==> src/rtl/fetch_pkg.sv <==
// Shared constants and types for the instruction-fetch sequencer.
package fetch_pkg;

  localparam int          INSTR_W          = 32;
  localparam int unsigned DEFAULT_RESET_PC = 32'h0000_0000;
  localparam int unsigned DEFAULT_PC_STEP  = 32'd4;

  localparam logic [1:0] ST_IDLE  = 2'd0;
  localparam logic [1:0] ST_REQ   = 2'd1;
  localparam logic [1:0] ST_HOLD  = 2'd2;
  localparam logic [1:0] ST_DRAIN = 2'd3;

  typedef enum logic [1:0] {
    PC_KEEP  = 2'd0,
    PC_SEQ   = 2'd1,
    PC_REDIR = 2'd2,
    PC_PEND  = 2'd3
  } pc_sel_e;

endpackage

==> src/rtl/fetch_pc_next.sv <==
// Next-PC select: keep, sequential step, aligned redirect target or parked pending target.
module fetch_pc_next
  import fetch_pkg::*;
#(
  parameter int          ADDR_W  = 32,
  parameter int unsigned PC_STEP = DEFAULT_PC_STEP
) (
  input  pc_sel_e           sel,
  input  logic [ADDR_W-1:0] pc,
  input  logic [ADDR_W-1:0] redirect_pc,
  input  logic [ADDR_W-1:0] pending_pc,
  output logic [ADDR_W-1:0] redirect_tgt,
  output logic [ADDR_W-1:0] pc_next
);

  always_comb begin
    // Low two bits of a redirect are dropped so fetches stay word aligned.
    redirect_tgt = {redirect_pc[ADDR_W-1:2], 2'b00};
    pc_next      = pc;
    case (sel)
      PC_SEQ:   pc_next = pc + ADDR_W'(PC_STEP);
      PC_REDIR: pc_next = redirect_tgt;
      PC_PEND:  pc_next = pending_pc;
      default:  pc_next = pc;
    endcase
  end

endmodule

==> src/rtl/fetch_sequencer.sv <==
// Instruction-fetch sequencer: owns the PC, runs one imem request at a time and
// hands each fetched word to decode, with redirect, backpressure and halt handling.
module fetch_sequencer
  import fetch_pkg::*;
#(
  parameter int                ADDR_W   = 32,
  parameter logic [ADDR_W-1:0] RESET_PC = ADDR_W'(DEFAULT_RESET_PC),
  parameter int unsigned       PC_STEP  = DEFAULT_PC_STEP
) (
  input  logic               clk,
  input  logic               reset,
  output logic               imem_req,
  output logic [ADDR_W-1:0]  imem_addr,
  input  logic               imem_ack,
  input  logic [INSTR_W-1:0] imem_rdata,
  input  logic               redirect_valid,
  input  logic [ADDR_W-1:0]  redirect_pc,
  input  logic               halt,
  output logic               out_valid,
  input  logic               out_ready,
  output logic [INSTR_W-1:0] out_instr,
  output logic [ADDR_W-1:0]  out_pc,
  output logic               busy,
  output logic [1:0]         dbg_state
);

  // Handshakes: imem_req/imem_addr hold until the cycle imem_ack is seen high;
  // out_valid/out_instr/out_pc hold until a cycle with out_valid && out_ready.

  logic [1:0]         state_q, state_d;
  logic [ADDR_W-1:0]  pc_q, pc_d;
  logic [ADDR_W-1:0]  pending_pc_q, pending_pc_d;
  logic               out_valid_q, out_valid_d;
  logic [INSTR_W-1:0] out_instr_q, out_instr_d;
  logic [ADDR_W-1:0]  out_pc_q, out_pc_d;
  logic [ADDR_W-1:0]  redirect_tgt;
  logic [1:0]         issue_state;
  pc_sel_e            pc_sel;

  fetch_pc_next #(
    .ADDR_W  (ADDR_W),
    .PC_STEP (PC_STEP)
  ) u_pc_next (
    .sel          (pc_sel),
    .pc           (pc_q),
    .redirect_pc  (redirect_pc),
    .pending_pc   (pending_pc_q),
    .redirect_tgt (redirect_tgt),
    .pc_next      (pc_d)
  );

  always_comb begin
    state_d      = state_q;
    pending_pc_d = pending_pc_q;
    out_valid_d  = out_valid_q;
    out_instr_d  = out_instr_q;
    out_pc_d     = out_pc_q;
    pc_sel       = PC_KEEP;
    // halt only matters at the point a fresh request would be issued.
    issue_state  = halt ? ST_IDLE : ST_REQ;
    case (state_q)
      ST_IDLE: begin
        if (redirect_valid) pc_sel = PC_REDIR;
        state_d = issue_state;
      end
      ST_REQ: begin
        if (imem_ack) begin
          if (redirect_valid) begin
            pc_sel  = PC_REDIR;
            state_d = issue_state;
          end else begin
            out_instr_d = imem_rdata;
            out_pc_d    = pc_q;
            out_valid_d = 1'b1;
            pc_sel      = PC_SEQ;
            state_d     = ST_HOLD;
          end
        end else if (redirect_valid) begin
          // Address must not move mid-request; park the target until the ack.
          pending_pc_d = redirect_tgt;
          state_d      = ST_DRAIN;
        end
      end
      ST_DRAIN: begin
        if (imem_ack) begin
          pc_sel  = redirect_valid ? PC_REDIR : PC_PEND;
          state_d = issue_state;
        end else if (redirect_valid) begin
          pending_pc_d = redirect_tgt;
        end
      end
      ST_HOLD: begin
        if (redirect_valid) begin
          out_valid_d = 1'b0;
          pc_sel      = PC_REDIR;
          state_d     = issue_state;
        end else if (out_ready) begin
          out_valid_d = 1'b0;
          state_d     = issue_state;
        end
      end
      default: state_d = ST_IDLE;
    endcase
  end

  always_ff @(posedge clk or negedge reset) begin
    if (!reset) begin
      state_q      <= ST_IDLE;
      pc_q         <= RESET_PC;
      pending_pc_q <= '0;
      out_valid_q  <= 1'b0;
      out_instr_q  <= '0;
      out_pc_q     <= '0;
    end else begin
      state_q      <= state_d;
      pc_q         <= pc_d;
      pending_pc_q <= pending_pc_d;
      out_valid_q  <= out_valid_d;
      out_instr_q  <= out_instr_d;
      out_pc_q     <= out_pc_d;
    end
  end

  assign imem_req  = (state_q == ST_REQ) || (state_q == ST_DRAIN);
  assign imem_addr = pc_q;
  assign out_valid = out_valid_q;
  assign out_instr = out_instr_q;
  assign out_pc    = out_pc_q;
  assign busy      = (state_q != ST_IDLE);
  assign dbg_state = state_q;

endmodule

==> config.mk <==
export PLATFORM = sky130hd
export DESIGN_NAME = fetch_sequencer
export DESIGN_NICKNAME = d
export VERILOG_FILES = /design/src/rtl/fetch_pkg.sv /design/src/rtl/fetch_pc_next.sv /design/src/rtl/fetch_sequencer.sv
export SDC_FILE = /design/constraint.sdc
export NUM_CORES = 1
export LEC_CHECK = 0
export CAP_MARGIN = 25
export CELL_PAD_IN_SITES_DETAIL_PLACEMENT = 0
export CELL_PAD_IN_SITES_GLOBAL_PLACEMENT = 1
export CORE_UTILIZATION = 40
export CTS_CLUSTER_DIAMETER = 120
export DETAILED_ROUTE_END_ITERATION = 10
export HOLD_SLACK_MARGIN = 0.12
export PLACE_DENSITY = 0.87
export SYNTH_ARGS = -nofsm -noshare
export SYNTH_HDL_FRONTEND = slang
export SYNTH_SLANG_ARGS = --single-unit
==> constraint.sdc <==
create_clock -name clk -period 3.6 [get_ports clk]
set_input_delay 0.9 -clock clk [delete_from_list [all_inputs] [get_ports clk]]
set_output_delay 0.9 -clock clk [all_outputs]
set_load 0.05 [all_outputs]
==> results of run 1 <==
==> per-layer routing <==
layer	routed length, um	vias up
li1	-	2173
met1	6175	2422
met2	7845	205
met3	1073	26
met4	368	0
met5	0	-
==> worst max-delay path: stages, from the launching register on <==
cell	delay (ps)
dfrtp_1	710
or2_2	210
clkdlybuf4s50_1	790
==> layout make-up <==
| type | instances | area [um2] |
|---|---|---|
| inverter | 7 | 26.28 |
| tap | 180 | 225.2 |
| multi-input combinational | 325 | 2575 |
| sequential | 125 | 3128 |
| clock inverter | 7 | 85.08 |
| fill | 1165 | 5842 |
| clock buffer | 24 | 501.7 |
| timing repair buffer | 176 | 1767 |
==> per-stage QoR <==
step                worst slack (ps)  cell area, um2  std cells  total power [mW]
CTS                            549.7            8308        844             6.952
global route                   451.3            8308        844             7.195
finish                         572.9            8308        844             6.895
detailed placement             460.2            7721        813             5.255
floorplan                       1234            5906        494             4.140
global placement               465.1            7721        813             5.175
==> path summary, 6_finish.rpt <==
kind	start	end	slack (ps)	cells after the start
max	dbg_state[0]	busy	570	2
min	reset	out_instr[24]	470	1
max reg2reg	dbg_state[0]	imem_addr[21]	1230	5
min reg2reg	out_pc[19]	out_pc[19]	500	1
max in group asynchronous	reset	imem_addr[24]	2310	2
min in group clk	out_pc[19]	out_pc[19]	500	1
==> flip-flops by register name (all words and copies together), names as in the netlist <==
name	count
out_pc	30
imem_addr	30
dbg_state	2
pending_pc_q	30
out_instr	32
out_valid	1
==> cell usage in the layout, fill, tap and decap left out, types with 7 or more instances in the layout <==
| cell | n |
|---|---|
| dfrtp_1 | 125 |
| a221oi_1 | 9 |
| a221o_1 | 8 |
| clkdlybuf4s50_1 | 163 |
| and3_1 | 8 |
| a21oi_1 | 28 |
| a2bb2oi_1 | 8 |
| o21ai_0 | 23 |
| a22oi_1 | 7 |
| nand3_1 | 14 |
| nand4_1 | 9 |
| nor2_1 | 23 |
| mux2_2 | 92 |
| nand2_1 | 17 |
| buf_4 | 10 |
| clkbuf_16 | 17 |
| inv_1 | 7 |
==> logic make-up (layout without fill, tap and decap cells) <==
group	Yosys count	after routing	synth area share, %
AOI/OAI and AO/OA	123	123	14.84
adders and majority gates	1	1	0.2122
buffers and inverters	44	214	3.694
DFF	125	125	53.07
muxes	94	94	17.92
other	1	4	0.06362
and+or+nand+nor	103	103	10.21
==> report_power, final <==
group | leakage (nW) | switching (mW) | internal, mW
Clock | 0.296 | 0.578 | 1.10
Sequential | 1.51 | 0.388 | 1.86
Combinational | 1.56 | 1.86 | 1.11
Total | 3.37 | 2.83 | 4.07
==> impl_metrics.ini, run 1 <==
[synth]
synth_top_area_cell = dfrtp_1
synthCells = 491
async_flop_share_pct = 100.0
synth_ff_type = dfrtp_1
synthesis.area_mm2 = 0.005894
synth_edf_count = 0
synth.most_common_cell = dfrtp_1
synth.area.top_cells = dfrtp_1 (53%), mux2_2 (18%), a21oi_1 (2.4%)
yosysSeqAreaShare_pct = 53.07
synth_commonest_cells = dfrtp_1 (125), mux2_2 (92), a21oi_1 (28), nor2_1 (23), o21ai_0 (23)
ys_warn_count = 0
syn_avg_cell_area_um2 = 12.00
synth_top_area_share_pct = 53.07
ys_ff_latch = 125
synth.distinct_cells = 58

[min_path]
hold_path_class = in -> async

[power_and_ir_drop]
power_density_mw_per_mm2 = 829.9
peakVddDrop_v = 0.0006135
power.leakage_nw = 3.366

[clocking]
postCtsSetupRepairBufs = 0
cts_repair_resize_count = 0
cts_sinks = 125
cts_buffers = 17
tritoncts = built
h-tree-depth = 4
cts_buffer_depth = 2
root_buffer = clkbuf_16
path_clk_slew_ps = 50
cts_hold_buffers = 0
clk_latency_ps = 420

[floorplan]
die_h_um = 123.4
die_x_um = 123.4
num_rows = 43
start_util_pct = 41.66
io_pins = 171
die_area_mm2 = 0.01523
core_area_mm2 = 0.01415

[route]
drt_pre_antenna_iters = 5
drt-initial-drc-count = 298
routed_wl_um = 15460
remaining_drc_errors = 0
drtAntennaViolNets = 0
avgViaCountPerCell = 5.718
post_drt_wl_per_cell_um = 18.32
num_vias = 4826

[job]
maxCapViolCount = 0

[worst_setup_path]
required_ps = 2700
critPathLaunchType = flip-flop
cp_max_fo = 21
cp.arrival_ps = 2130
worst-setup-path-type = reg -> out
cp-end-kind = output port

[global_route]
grt_max_degree = 85
grt_overflow = 0
antenna_found_initial = 0
grt_pass1_vias = 4856
grt_pass1_wl_um = 24670
grt.met2_usage_pct = 35.58
grt_busiest_layer = met2
grtUsageMet3_pct = 5.904
gr-usage-met1_pct = 25.83
grt_usage_pct = 21.44

[cells_and_area]
drive_gt1_share_pct = 22.14
nNetsFinal = 723
antennaDiodeCount = 0
fin_util_pct = 58.71
syn2layout_area_growth_pct = 40.95

[sta]
final_max_slew_viol_count = 0
fin_skew_ps = 6.138
fmaxAchievable_mhz = 330.3
slew_headroom_pct = 46.14
post-route-period-util_pct = 84.09
finalSetupTns_ps = 0
hold_slack_ps = 471.0
finalSetupViolCount = 0
rsz0062_at_grt = no
tightest_slew_ps = 807.9
hold_violations = 0
post-route-min-period_ps = 3027

[place]
place.gp.congestion = 0.8317
hpwlAfterDp_um = 11220
io_buffers = 164

[run_status]
status = finished, final reports clean
Power figures use the tool's default switching activity.
==> inputs of run 2 (changes only) <==
CORE_UTILIZATION = 34   (was 40)
PLACE_DENSITY = 0.79   (was 0.87)
clock period = 2.5 ns   (was 3.6 ns; I/O delays follow)
==> impl_metrics.ini, run 2 (same netlist as run 1, synthesis figures left out) <==
[cells_and_area]
n_fill_cell = 1458
drive_gt1_share_pct = 26.71
stdcell_count = 920
ff_latch_area_mm2 = 0.003128
nNetsFinal = 758
syn2layout_area_growth_pct = 47.61
fin_area_mm2 = 0.008701
final_common_cell = clkdlybuf4s50_1
antennaDiodeCount = 0
largest_reg_flops = 32
multiInputGateArea_mm2 = 0.002575
mostFrequentLayoutCells = clkdlybuf4s50_1 (158), dfrtp_1 (125), mux2_2 (92)

[route]
num_vias = 4904
drt_pre_antenna_iters = 5
post_drt_wl_per_cell_um = 17.92
remaining_drc_errors = 0
drtAntennaViolNets = 0
drt-initial-drc-count = 284
avgViaCountPerCell = 5.330
routed_wl_um = 16480

[floorplan]
io_pins = 171
core_area_mm2 = 0.01676
die_h_um = 133.7
num_rows = 47
start_util_pct = 35.17
die_area_mm2 = 0.01787
die_x_um = 133.7

[worst_setup_path]
critical-path-top-delay-family = buffers and inverters
cp_slowest_cell = clkdlybuf4s50_1
required_ps = 1880
rr_worst_depth = 6
path_cells = clkdlybuf4s50_1
r2r-end = imem_addr[24]
endpoint = imem_addr[7]
r2r_start = imem_addr[2]
critPathMaxStageDelay_ps = 890
cp-end-kind = output port
worst-setup-path-type = reg -> out
cp.depth = 1
critPathLaunchType = flip-flop
cp_max_fo = 8
r2r_setup_slack_ps = 490
cp.arrival_ps = 1820
crit_path_start = imem_addr[7]
cp_num_buf_inv = 1

[clocking]
tritoncts = built
cts_hold_buffers = 0
h-tree-depth = 4
cts_buffer_depth = 2
path_clk_slew_ps = 50
clk_latency_ps = 410
root_buffer = clkbuf_16
cts_buffers = 17
cts_sinks = 125

[global_route]
antenna_found_initial = 0
grt_max_degree = 63
grt_usage_pct = 19.63
grt_pass1_wl_um = 27100
grt_pass1_vias = 5189
grt_overflow = 0

[place]
hpwlAfterDp_um = 12140
place.gp.congestion = 0.8667
dpl_cell_area_mm2 = 0.008051
io_buffers = 164
dp.cells = 888

[sta]
fmaxAchievable_mhz = 409.8
post-route-min-period_ps = 2441
hold_slack_ps = 139.1
tightest_slew_ps = 538.0
slew_headroom_pct = 64.02
fin_skew_ps = 7.081
rsz0062_at_grt = no
post-route-period-util_pct = 97.62
finalSetupViolCount = 0
hold_violations = 0
final_max_slew_viol_count = 0

[job]
maxCapViolCount = 0

[power_and_ir_drop]
power_density_mw_per_mm2 = 1178
power.leakage_nw = 3.599
peakVddDrop_v = 0.0006637

[run_status]
status = finished, final reports clean

[min_path]
hold_path_class = in -> async
==> run 2: worst reg2reg max path, stage by stage, from the launching register on <==
cell and delay, ps:
dfrtp_1 480, ha_1 260, and3_1 230, nand3_1 160, nor3_1 390, a31oi_1 140
o221a_2 240
==> run 2: worst min-delay path by stage <==
stage                                start               end  slack (ps)  depth (start not counted)
after detailed placement  pending_pc_q[30]  pending_pc_q[30]         490                          1
after floorplan                      reset      dbg_state[0]         330                          0
after CTS                            reset     imem_addr[23]         130                          1
after global placement     pending_pc_q[4]      imem_addr[4]         490                          1
final                                reset     imem_addr[23]         140                          1
after global routing                 reset     imem_addr[24]         150                          1
==> run 2: report_power, final <==
part / leakage (nW) / switching, mW / internal [mW] / total, mW
sequential: 1.51 / 0.531 / 2.68 / 3.21
clock: 0.316 / 0.873 / 1.77 / 2.64
combinational: 1.78 / 2.72 / 1.67 / 4.39
==> run 2: routing by layer <==
metal | track usage (%) | vias to the layer above | part of all wire, %
met4 | 8.775 | 0 | 2.6
met1 | 24.35 | 2423 | 42
met3 | 4.566 | 29 | 6.3
li1 | - | 2255 | -
met2 | 32.52 | 197 | 49
met5 | 0 | - | 0
==> run 2: final cells by class <==
| type | instances | area share, % |
|---|---|---|
| clock buffer | 22 | 5.565 |
| clock inverter | 10 | 1.841 |
| inverter | 7 | 0.3020 |
| multi-input combinational | 325 | 29.59 |
| sequential | 125 | 35.95 |
| tap | 220 | 3.164 |
| timing repair buffer | 211 | 23.58 |
==> run 2: metrics by stage <==
| stage | total power [mW] | setup WS, ps | TNS [ps] | util (%) |
|---|---|---|---|---|
| 4_1_cts | 10.34 | 1.744 | 0 | 51.89 |
| 5_1_grt | 10.72 | 1.343 | 0 | 51.91 |
| 3_5_place_dp | 7.657 | -134.5 | -6372 | 48.04 |
| 2_1_floorplan | 5.962 | 327.0 | 0 | - |
| 6_report | 10.25 | 59.49 | 0 | 51.91 |
| 3_3_place_gp | 7.571 | -109.4 | -3482 | 48.04 |
==> run 2: repair_timing <==
| action | CTS | global route |
|---|---|---|
| setup endpoints to repair | 0 | 2 |
| resized for setup | 0 | 2 |
| buffers inserted | 0 | 0 |
==> inputs of run 3 (changes only) <==
CORE_MARGIN = 2   (was default)
CORE_UTILIZATION = 35   (was 34)
CTS_CLUSTER_DIAMETER = default   (was 120)
PLACE_DENSITY = 0.8   (was 0.79)
SYNTH_HIERARCHICAL = 1   (was default)
==> impl_metrics.ini, run 3 <==
[cells_and_area]
antennaDiodeCount = 0
syn2layout_area_growth_pct = 40.99
final_common_cell = clkdlybuf4s50_1
nNetsFinal = 780
stdcell_count = 950
mostFrequentLayoutCells = clkdlybuf4s50_1 (165), dfrtp_1 (127), mux2_2 (72)
drive_gt1_share_pct = 27.05

[clocking]
cts_hold_buffers = 0
path_clk_slew_ps = 60
h-tree-depth = 4
cts_sinks = 131
postCtsSetupRepairBufs = 0
tritoncts = built
cts_buffer_depth = 2
clk_latency_ps = 410
cts_buffers = 17
root_buffer = clkbuf_16

[worst_setup_path]
r2r_setup_slack_ps = 180
critPathLaunchType = flip-flop
cp_num_buf_inv = 1
cp_slowest_cell = clkdlybuf4s50_1
required_ps = 1880
rr_worst_depth = 5
cp_max_fo = 8
r2r_start = imem_addr[9]
r2r-end = imem_addr[31]
path_cells = clkdlybuf4s50_1
critical-path-top-delay-family = buffers and inverters
cp.arrival_ps = 1770
worst-setup-path-type = reg -> out
critPathMaxStageDelay_ps = 860
cp-end-kind = output port

[sta]
post-route-min-period_ps = 2392
finalSetupViolCount = 0
final_max_slew_viol_count = 0
slew_headroom_pct = 62.54
hold_violations = 0
rsz0062_at_grt = no
tightest_slew_ps = 560.1
fmaxAchievable_mhz = 418.0
fin_skew_ps = 7.685
setup_ws_ps = 107.9
finalSetupTns_ps = 0
post-route-period-util_pct = 95.69

[route]
routed_wl_um = 17230
drtAntennaViolNets = 0
drt_pre_antenna_iters = 5
drt-initial-drc-count = 311
num_vias = 4927
post_drt_wl_per_cell_um = 18.14
avgViaCountPerCell = 5.186
remaining_drc_errors = 0

[global_route]
grt_max_degree = 53
grt_pass1_wl_um = 28010
grt_overflow = 0
grt_usage_pct = 18.29
grt_pass1_vias = 5155
antenna_found_initial = 0

[synth]
async_flop_share_pct = 100.0
synth_edf_count = 0
ys_warn_count = 6
ys_ff_latch = 131
synth.most_common_cell = dfrtp_1
synthCells = 538
synth_commonest_cells = dfrtp_1 (131), mux2_2 (72), buf_4 (37), nand2_1 (30), mux2_4 (27)
syn_avg_cell_area_um2 = 11.88
synth.area.top_cells = dfrtp_1 (51%), mux2_2 (13%), mux2_4 (6.3%)
synthesis.area_mm2 = 0.006392
synth.distinct_cells = 62
yosysSeqAreaShare_pct = 51.28
synth_top_area_cell = dfrtp_1
synth_ff_type = dfrtp_1
synth_top_area_share_pct = 51.28

[power_and_ir_drop]
peakVddDrop_v = 0.0008377
power.leakage_nw = 3.716
power_density_mw_per_mm2 = 1233

[floorplan]
die_h_um = 139.1
io_pins = 171
core_area_mm2 = 0.01796
start_util_pct = 35.59
die_x_um = 139.1
num_rows = 49
die_area_mm2 = 0.01936

[job]
maxCapViolCount = 0

[place]
dp.cells = 918
place.gp.congestion = 0.8418
io_buffers = 168
hpwlAfterDp_um = 12280
pre_cts_ws_ps = -115.2

[run_status]
status = finished, final reports clean

[min_path]
hold_path_class = in -> async
## run 3: changes by cell type after synthesis, moves of 6 or more
cell	delta
buf_2	-17
nand2_1	+13
a221oi_1	-9
mux2_2	-20
and3_1	-6
a221o_1	-7
a2bb2oi_1	-7
mux2_4	+27
nor4_1	+7
dfrtp_1	+6
buf_4	+32
o22ai_1	+8
mux2i_1	+16
## run 3: timing repair
action	in CTS	in global routing
gates resized for setup	1	1
hold endpoints to repair	0	0
setup endpoints to repair	1	1
## run 3: worst max-delay path by stage
stage / startpoint / end / slack, ps / depth (start not counted)
4_1_cts: imem_addr[20] / imem_addr[20] / 20 / 1
5_1_grt: imem_addr[27] / imem_addr[27] / 40 / 1
3_3_place_gp: imem_ack / imem_addr[4] / -80 / 7
2_1_floorplan: imem_addr[13] / imem_addr[31] / 20 / 7
3_5_place_dp: imem_ack / imem_addr[11] / -120 / 8
6_report: imem_addr[26] / imem_addr[26] / 110 / 1
## run 3: final cells by class
cell class              count  area [um2]
clock buffers              19       442.9
clock inverters            13       183.9
fillers                  1559        8951
inverters                   9       33.78
multi-input cells         334        2670
flip-flops and latches    131        3283
well taps                 229       286.5
repair buffers            215        2112
## run 3: per-layer routing
layer	share of wire, %	vias up	GRT usage (%)
met5	0	-	0
met2	50	153	30.96
met4	1.4	0	5.423
li1	-	2254	-
met1	43	2498	23.05
met3	5.5	22	4.903
## run 3: kinds of logic after synthesis
group / Yosys count / synth area share, %
other: 1 / 0.05866
AOI/OAI and AO/OA: 88 / 8.749
and+or+nand+nor: 124 / 10.12
adders and majority gates: 2 / 0.3914
buffers and inverters: 74 / 7.203
DFF: 131 / 51.28
muxes: 118 / 22.20
## run 3: where the power goes
part | switching, mW | leakage (nW) | total (mW) | internal [mW]
registers | 0.491 | 1.54 | 3.34 | 2.85
clock network | 0.942 | 0.299 | 2.63 | 1.69
logic | 3.15 | 1.88 | 5.14 | 2.00
## run 3: through the flow
step                area [um2]  util (%)  power [mW]  hold slack (ps)
global placement          8384     46.67       8.421            472.2
detailed placement        8384     46.67       8.533            473.8
floorplan                 6401         -       6.672            329.4
finish                    9012     50.17       11.12            175.7
global route              9012     50.17       11.64            202.7
CTS                       9010     50.16       11.23            181.7
